`src/rtl/urisc_pkg.sv`:
```
// Shared definitions for the URISC SUBLEQ core: sequencer states, the halt
// address and the per-instruction step count.
package urisc_pkg;

    typedef enum logic [2:0] {
        FETCH_A,
        FETCH_B,
        FETCH_C,
        LOAD_A,
        LOAD_B,
        EXEC,
        BRANCH,
        HALT
    } seq_state_t;

    localparam int unsigned SEQ_STEPS = 7;

    // All-ones address of the given width; a taken branch here halts the core.
    function automatic logic [63:0] HALT_ADDR(input int unsigned aw);
        if (aw >= 64) begin
            HALT_ADDR = '1;
        end else begin
            HALT_ADDR = (64'd1 << aw) - 64'd1;
        end
    endfunction

endpackage

```
`src/rtl/phase_onehot_check.sv`:
```
// One-hot checker for the divider phase vector with a sticky error flag.
// Only instantiated when URISC_PHASE_CHECK_EN is defined.
module phase_onehot_check #(
    parameter int unsigned PHASES = 4
) (
    input  logic              clkIn,
    input  logic              rstN,
    input  logic [PHASES-1:0] phaseIn,
    output logic              phaseOk,
    output logic              phaseErr
);

    logic w_onehot;
    logic r_err;

    assign w_onehot = $onehot(phaseIn);

    always_ff @(posedge clkIn) begin
        if (!rstN) begin
            r_err <= 1'b0;
        end else if (!w_onehot) begin
            r_err <= 1'b1;
        end
    end

    // The offending vector itself must not step the sequencer either.
    assign phaseOk  = w_onehot & ~r_err;
    assign phaseErr = r_err;

endmodule

```
`src/rtl/subleq_sequencer.sv`:
```
// SUBLEQ instruction sequencer: walks one instruction through seven phase-gated
// steps against a single-port synchronous memory. Optional URISC_PHASE_CHECK_EN.
module subleq_sequencer
    import urisc_pkg::*;
#(
    parameter int unsigned PHASES     = 4,
    parameter int unsigned STEP_PHASE = 0,
    parameter int unsigned DATA_W     = 16,
    parameter int unsigned ADDR_W     = 16,
    parameter int unsigned RESET_PC   = 0
) (
    input  logic              clkIn,
    input  logic              rstN,
    input  logic [PHASES-1:0] phaseIn,
    output logic [ADDR_W-1:0] memAddr,
    output logic              memRe,
    input  logic [DATA_W-1:0] memRdData,
    output logic              memWe,
    output logic [DATA_W-1:0] memWrData,
    output logic [ADDR_W-1:0] pcOut,
    output logic              instrDone,
    output logic              halted
`ifdef URISC_PHASE_CHECK_EN
    ,
    output logic              phaseErr
`endif
);

    localparam logic [ADDR_W-1:0] L_HALT_PC  = ADDR_W'(HALT_ADDR(ADDR_W));
    localparam logic [ADDR_W-1:0] L_RESET_PC = ADDR_W'(RESET_PC);

    seq_state_t        r_state;
    logic [ADDR_W-1:0] r_pc;
    logic [ADDR_W-1:0] r_a;
    logic [ADDR_W-1:0] r_b;
    logic [ADDR_W-1:0] r_c;
    logic [DATA_W-1:0] r_ma;
    logic              r_le;
    logic [ADDR_W-1:0] r_mem_addr;
    logic              r_mem_re;
    logic              r_mem_we;
    logic [DATA_W-1:0] r_mem_wr_data;
    logic              r_done;
    logic              r_halted;

    logic              w_step;
    logic [DATA_W-1:0] w_res;
    logic              w_le;

`ifdef URISC_PHASE_CHECK_EN
    logic w_phase_ok;

    phase_onehot_check #(
        .PHASES(PHASES)
    ) u_phase_check (
        .clkIn   (clkIn),
        .rstN    (rstN),
        .phaseIn (phaseIn),
        .phaseOk (w_phase_ok),
        .phaseErr(phaseErr)
    );

    assign w_step = phaseIn[STEP_PHASE] & ~r_halted & w_phase_ok;
`else
    logic w_unused_phase;

    assign w_unused_phase = ^phaseIn;
    assign w_step         = phaseIn[STEP_PHASE] & ~r_halted;
`endif

    // memRdData holds mb during EXEC: the read at b was issued on the LOAD_B step.
    assign w_res = memRdData - r_ma;
    assign w_le  = w_res[DATA_W-1] | (w_res == '0);

    always_ff @(posedge clkIn) begin
        if (!rstN) begin
            r_state       <= FETCH_A;
            r_pc          <= L_RESET_PC;
            r_a           <= '0;
            r_b           <= '0;
            r_c           <= '0;
            r_ma          <= '0;
            r_le          <= 1'b0;
            r_mem_addr    <= '0;
            r_mem_re      <= 1'b0;
            r_mem_we      <= 1'b0;
            r_mem_wr_data <= '0;
            r_done        <= 1'b0;
            r_halted      <= 1'b0;
        end else begin
            r_mem_re <= 1'b0;
            r_mem_we <= 1'b0;
            r_done   <= 1'b0;
            if (w_step) begin
                case (r_state)
                    FETCH_A: begin
                        r_mem_addr <= r_pc;
                        r_mem_re   <= 1'b1;
                        r_state    <= FETCH_B;
                    end
                    FETCH_B: begin
                        r_a        <= memRdData[ADDR_W-1:0];
                        r_mem_addr <= r_pc + ADDR_W'(1);
                        r_mem_re   <= 1'b1;
                        r_state    <= FETCH_C;
                    end
                    FETCH_C: begin
                        r_b        <= memRdData[ADDR_W-1:0];
                        r_mem_addr <= r_pc + ADDR_W'(2);
                        r_mem_re   <= 1'b1;
                        r_state    <= LOAD_A;
                    end
                    LOAD_A: begin
                        r_c        <= memRdData[ADDR_W-1:0];
                        r_mem_addr <= r_a;
                        r_mem_re   <= 1'b1;
                        r_state    <= LOAD_B;
                    end
                    LOAD_B: begin
                        r_ma       <= memRdData;
                        r_mem_addr <= r_b;
                        r_mem_re   <= 1'b1;
                        r_state    <= EXEC;
                    end
                    EXEC: begin
                        r_mem_addr    <= r_b;
                        r_mem_wr_data <= w_res;
                        r_mem_we      <= 1'b1;
                        r_le          <= w_le;
                        r_state       <= BRANCH;
                    end
                    BRANCH: begin
                        r_done <= 1'b1;
                        if (r_le && (r_c == L_HALT_PC)) begin
                            r_halted <= 1'b1;
                            r_state  <= HALT;
                        end else if (r_le) begin
                            r_pc    <= r_c;
                            r_state <= FETCH_A;
                        end else begin
                            r_pc    <= r_pc + ADDR_W'(3);
                            r_state <= FETCH_A;
                        end
                    end
                    HALT: begin
                        r_state <= HALT;
                    end
                    default: begin
                        r_state <= FETCH_A;
                    end
                endcase
            end
        end
    end

    assign memAddr   = r_mem_addr;
    assign memRe     = r_mem_re;
    assign memWe     = r_mem_we;
    assign memWrData = r_mem_wr_data;
    assign pcOut     = r_pc;
    assign instrDone = r_done;
    assign halted    = r_halted;

endmodule

```
`config.mk`:
```
export PLATFORM = sky130hd
export DESIGN_NAME = subleq_sequencer
export DESIGN_NICKNAME = d
export VERILOG_FILES = /design/src/rtl/urisc_pkg.sv /design/src/rtl/phase_onehot_check.sv /design/src/rtl/subleq_sequencer.sv
export SDC_FILE = /design/constraint.sdc
export NUM_CORES = 1
export LEC_CHECK = 0
export CAP_MARGIN = 40
export CORE_ASPECT_RATIO = 1.2
export CORE_MARGIN = 3
export CORE_UTILIZATION = 35
export DETAILED_ROUTE_END_ITERATION = 10
export GPL_TIMING_DRIVEN = 0
export PLACE_DENSITY = 0.5
export SYNTH_ARGS = -nofsm -noshare
export SYNTH_HDL_FRONTEND = slang
export SYNTH_SLANG_ARGS = --single-unit
```
`constraint.sdc`:
```
create_clock -name clkIn -period 3.4 [get_ports clkIn]
set_input_delay 0.34 -clock clkIn [delete_from_list [all_inputs] [get_ports clkIn]]
set_output_delay 0.34 -clock clkIn [all_outputs]
set_load 0.05 [all_outputs]
```
==> impl_metrics.csv <==
group,metric,value,unit
timing,post-route-period-util,91.4,%
global_route,grt_start_max_net_pins,17,
job,maxCapViolCount,0,
timing,finalHoldViolCount,0,
setup_path,required,3.73,ns
setup_path,crit_fanout,5,
layout,fin_cells,1246,
floorplan,start_util,36.4,%
timing,rsz0062_at_grt,"no",
route,vias,6770,
synth,postSynthAreaPerCell,7.56,um2
hold_path,min_path_cells,2,
power,power_density,472,mW/mm2
power,p_leak,2.86,nW
setup_path,ff2ff_setup_slack,0.45,ns
cts,cts_buffers,17,
synth,synth_cell_types,74,
layout,num_antenna_cells,0,
global_route,grt_antenna_before_repair,0,
setup_path,r2r_end,"pcOut[8]$_SDFFE_PN0P_",
floorplan,die-area,0.0209,mm2
route,drtAntennaViolNets,0,
synth,synthesis.area,0.00673,mm2
route,first_pass_iters,6,
layout,final_cell_mix,"192 x nand2_1, 120 x dfxtp_1, 74 x a21boi_0, 70 x clkdlybuf4s50_1, 56 x o21ai_0",
run_status,status,"finished, final reports clean",
cts,cts_max_level,4,
cts,numClockSinks,120,
power,power,3.98,mW
global_route,grt_pass1_wl,37900,um
setup_path,critPathKind,"input pin to register",
timing,max_slew_margin,45.0,%
layout,areaGrowthSynthToFinish,25.3,%
synth,synth_edf_count,0,
hold_path,worstHoldStart,"memAddr[3]$_SDFFE_PN0P_",
timing,max_freq,0.322,GHz
placement,portBuffers,70,
synth,synth-seq-cells,120,
synth,yosysWarnings,0,
global_route,track_usage,23.7,%
timing,tightest_slew,0.821,ns
setup_path,cp_data_arrival_time,3.44,ns
route,first_iter_violations,415,
floorplan,rows,54,
route,via_per_inst,5.43,
placement,dp_cells,1214,
layout,final_cell_area,0.00843,mm2
timing,clock_skew,0.00841,ns
hold_path,min_delay_worst_endpoint,"memAddr[3]$_SDFFE_PN0P_",
layout,fin_nets,1023,
layout,final_core_util,45.6,%
route,drc,0,
synth,ys_seq_area_share,35.7,%
placement,dp_hpwl,18600,um
layout,filler_cell_count,1951,
hold_path,hp-class,"register to register",
route,wl_per_cell,19.8,um
floorplan,coreArea,0.0185,mm2
setup_path,timing.rr.start,"r_c[3]$_SDFFE_PN0P_",
cts,clockBufferDepth,2,
global_route,gr-total-overflow,0,
placement,routabilityCongestion,0.963,
timing,finalSetupViolCount,0,
timing,setup_ws,0.291,ns
synth,async_reset_ff_share,0,%
floorplan,die_w,133,um
timing,setup_tns,0,ns
cts,clock_latency,0.43,ns
synth,synth_cells,890,
setup_path,critPathCaptureType,"register",
placement,post-place-ws,-0.0830,ns
route,routed_wirelength,24700,um
cts,cts_setup_buffers,0,
layout,final_common_cell,"nand2_1",
cts,cts_tree,"built",
floorplan,ios,74,
cts,cts_hold_buf,0,
placement,dpl_cell_area,0.00776,mm2
timing,worst_hold_slack,0.461,ns
floorplan,die_h,158,um
timing,drv_slew,0,
setup_path,r2r_cells,8,
global_route,grt_pass1_vias,6544,
power,irDropWorstVdd,0.000348,V
timing,min_period,3.11,ns
setup_path,startpoint_type,"input pin",
layout,drive_gt1_share,6.74,%
cts,clkSlewWorstSetupHoldPaths,0.06,ns
synth,syn_nets,932,
cts,root_buffer,"clkbuf_16",
cts,ctsResizeCount,0,
synth,synth_ff_type,"dfxtp_1",
## worst max-delay path, cell delays in order
cell and delay (ns):
clkdlybuf4s50_1 0.60, inv_1 0.07, ha_1 0.25, fa_1 0.44, nor2b_4 0.16, o2111a_1 0.23, and4bb_2 0.24, nor3_1 0.25
o2111ai_1 0.20, a211oi_1 0.23, o2111ai_1 0.19, o41ai_2 0.22
## kinds of logic after synthesis
group / count (synthesis) / share of synthesized area, %
buf+inv: 92 / 5.65
fa+ha+maj: 20 / 3.83
mux: 4 / 0.614
compound gates: 274 / 27.5
simple gates: 366 / 24.9
flops: 120 / 35.7
xor+xnor: 14 / 1.82
## layer usage
metal,vias up,wire (um),GRT usage (%)
li1,3306,-,-
met1,3149,10300,27.8
met2,251,12000,41.5
met5,-,0,0
met3,64,1380,5.05
met4,0,1020,11.3
## report_power, final
part | internal [mW] | switching, mW | total (mW)
sequential | 1.43 | 0.0180 | 1.45
combinational | 0.146 | 0.280 | 0.426
clock | 1.41 | 0.696 | 2.10
## state kept, by name (all words and copies together) (netlist names)
register / count
r_le: 1
r_state: 3
instrDone: 1
r_ma: 16
memRe: 1
r_a: 16
r_c: 16
memAddr: 16
memWrData: 16
memWe: 1
r_b: 16
halted: 1
pcOut: 16
## cell usage after synthesis, types with 7 or more instances
master    count  share of area, %
nand3_1      26               1.9
clkbuf_1     43               2.4
dfxtp_1     120                36
o21a_1        7              0.78
a21boi_0     74               8.3
nor2_1       49               2.7
inv_1        30               1.7
buf_2         8              0.59
o21ai_0      56               4.2
a211oi_1      9               1.0
and2_1       17               1.6
a22oi_1      11               1.2
xnor2_1       7              0.91
ha_1         19               3.5
xor2_1        7              0.91
nand2_1     192                11
o221ai_1      7              0.91
a21oi_1      48               3.6
nor3_1       28               2.1
or3_1         8              0.74
## worst max-delay path by stage
stage,from,to
3_5_place_dp,memRdData[0],r_le$_SDFFE_PN0P_
3_3_place_gp,memRdData[0],r_le$_SDFFE_PN0P_
6_report,memRdData[0],r_le$_SDFFE_PN0P_
2_1_floorplan,pcOut[0]$_SDFFE_PN0P_,pcOut[10]$_SDFFE_PN0P_
4_1_cts,memRdData[0],r_le$_SDFFE_PN0P_
5_1_grt,memRdData[0],r_le$_SDFFE_PN0P_
## area by class of cell
class	count	area, um2	share of cell area, %
multi-input combinational	678	3950	46.8
clock buffer	19	453	5.37
buffer	61	264	3.13
timing repair buffer	72	711	8.43
inverter	31	116	1.38
sequential	120	2400	28.5
clock inverter	13	224	2.66
tap	252	315	3.74
(Power assumes the default switching activity.)
==> edit (config.mk and constraints unchanged) <==
Encoding of `seq_state_t`: now one-hot (8 bits for 8 states).
--- a/src/rtl/urisc_pkg.sv
+++ b/src/rtl/urisc_pkg.sv
@@ -3,13 +3,13 @@
 package urisc_pkg;
 
-    typedef enum logic [2:0] {
-        FETCH_A,
-        FETCH_B,
-        FETCH_C,
-        LOAD_A,
-        LOAD_B,
-        EXEC,
-        BRANCH,
-        HALT
+    typedef enum logic [7:0] {
+        FETCH_A = 8'b00000001,
+        FETCH_B = 8'b00000010,
+        FETCH_C = 8'b00000100,
+        LOAD_A  = 8'b00001000,
+        LOAD_B  = 8'b00010000,
+        EXEC    = 8'b00100000,
+        BRANCH  = 8'b01000000,
+        HALT    = 8'b10000000
     } seq_state_t;
 
Check against the original RTL: same outputs for any inputs over 4 cycles, from zero or initial values and one cycle with rstN low; so few cycles prove little.
==> edit against the unedited design <==
  * Via count is 6.8% lower
  * Hold slack is essentially flat
  * Sequential cell count grew 5
  * Maximum frequency barely moved
  * Final cell count decreased by 4.7%
  * Combinational power fell by 8.7%
  * Routed wire length fell by 10%
  * Total power down 8.5%
  * Clock power fell by 17%
  * Area after synthesis shrank 1.9%
  * Setup slack got worse by 0.0019 ns
  * Final area fell by 3.0%
  * Critical path depth stayed put
==> edit: results (changes against the unedited design) <==
Finish
  – Final-layout fill cell count: 1,919 (-1.6%)
  – Layout cells sized above 1: 0.0610 (-0.00644)
  – Finished Layout Cells: 1,188 (-4.7%)
  – Multi-input gate area: 3750 µm² (-5.0%)

Drt
  – Wire per inst: 18.7 µm (-5.8%)
  – Met3 wire len: 976 µm (-29%)
  – Vias post-DR: 6,308 (-6.8%)
  – DRT iter0 DRCs: 499 (+20%)
  – Routed met1 length: 9.56 mm (-7.1%)
  – Met2 wire len: 11.0 mm (-8.8%)
  – DR pass1 iterations: 5 (-1)

Timing
  – Tcrit/Tclk final: 0.915 (about the same)
  – Worst Skew: 0.00520 ns (-0.00321 ns)
  – Relative slew slack: 0.442 (-0.00793)
  – Worst hold slack: 0.461 ns (+0.000225 ns)

Global routing
  – GR Util All Layers: 0.217 (-0.0198)
  – Met3 track demand over resource: 0.0350 (-0.0155)
  – Vias in the first global route: 6,196 (-5.3%)
  – First-pass GRT wire length: 34.6 mm (-8.6%)
  – Met2 Track Usage GR: 0.393 (-0.0215)
  – Grt met1 use: 0.258 (-0.0207)

Setup path
  – Cell family with most CP delay: simple AND/OR/NAND/NOR gates
  – Arrival time worst endpoint: 3.42 ns (-0.02 ns)
  – Slowest cell delay on critical path: 0.63 ns (+0.03 ns)
  – Reg2reg setup slack: 0.63 ns (+0.18 ns)

Synth
  – Mux share of post-synthesis cell area: 0.00758 (+0.00144)
  – Syn_area_per_cell: 7.92 µm² (+4.7%)
  – Syn nets: 876 (-6.0%)
  – Largest cells by area after synthesis: dfxtp_1 38%, nand2_1 11%, a21boi_0 8.1%, o21ai_0 4.1%, ha_1 3.6%
  – Top cells by count, synth: 192 x nand2_1, 125 x dfxtp_1, 71 x a21boi_0
  – Sequential share of the synthesized area: 0.379 (+0.0220)
  – Compound-Gate Fraction of Synth Area: 0.257 (-0.0177)
  – Yosys cell types: 64 (-14%)
  – Xor/xnor share of the synthesized area: 0.0371 (+0.0189)
  – Synth Area in Adders: 0.0390 (+0.000733)

Power and ir drop
  – Max IR drop VDD: 0.348 mV (+0.19%)
  – P_clk: 0.00175 W (-17%)
  – Clk pwr share: 0.479 (-0.049)
  – Leak: 2.82 nW (-1.2%)
  – Sw frac: 0.250 (+0.000587)

Placement
  – Area after DPL: 7620 µm² (-1.7%)
  – Placed cell count: 1,157 (-4.7%)
  – Gpl congestion: 0.911 (-5.4%)
  – Post-DP HPWL: 16.9 mm (-9.2%)
  – Setup slack at placement: -0.125 ns (-0.0420 ns)

Outcome
  – Status: complete, no violations

CTS
  – Worst skew pair latency: 0.41 ns (-0.02 ns)
[edit: kinds of logic (layout without fill, tap and decap cells)]
family,Yosys count,in the layout
and+or+nand+nor,323,323
xor gates and xnor gates,28,28
muxes,5,5
adders and majority gates,20,20
other,0,1
DFF,125,125
AOI/OAI and AO/OA,249,249
buffers and inverters,84,185
[edit: area by class of cell]
type | count | area share
Multi-Input combinational cell | 625 | 0.458
Sequential cell | 125 | 0.306
Timing Repair Buffer | 71 | 0.0861
Clock buffer | 22 | 0.0567
Tap cell | 252 | 0.0385
Buffer | 60 | 0.0321
Clock inverter | 8 | 0.0113
Inverter | 24 | 0.0110
Antenna cell | 1 | 0.000306
[edit: final timing paths]
path	depth (start not counted)	endpoint	startpoint
hold / removal	2	r_c[15]	r_c[15]
hold reg to reg	2	r_c[15]	r_c[15]
setup reg to reg	10	r_le	r_ma[0]
setup / recovery	12	r_le	memRdData[0]
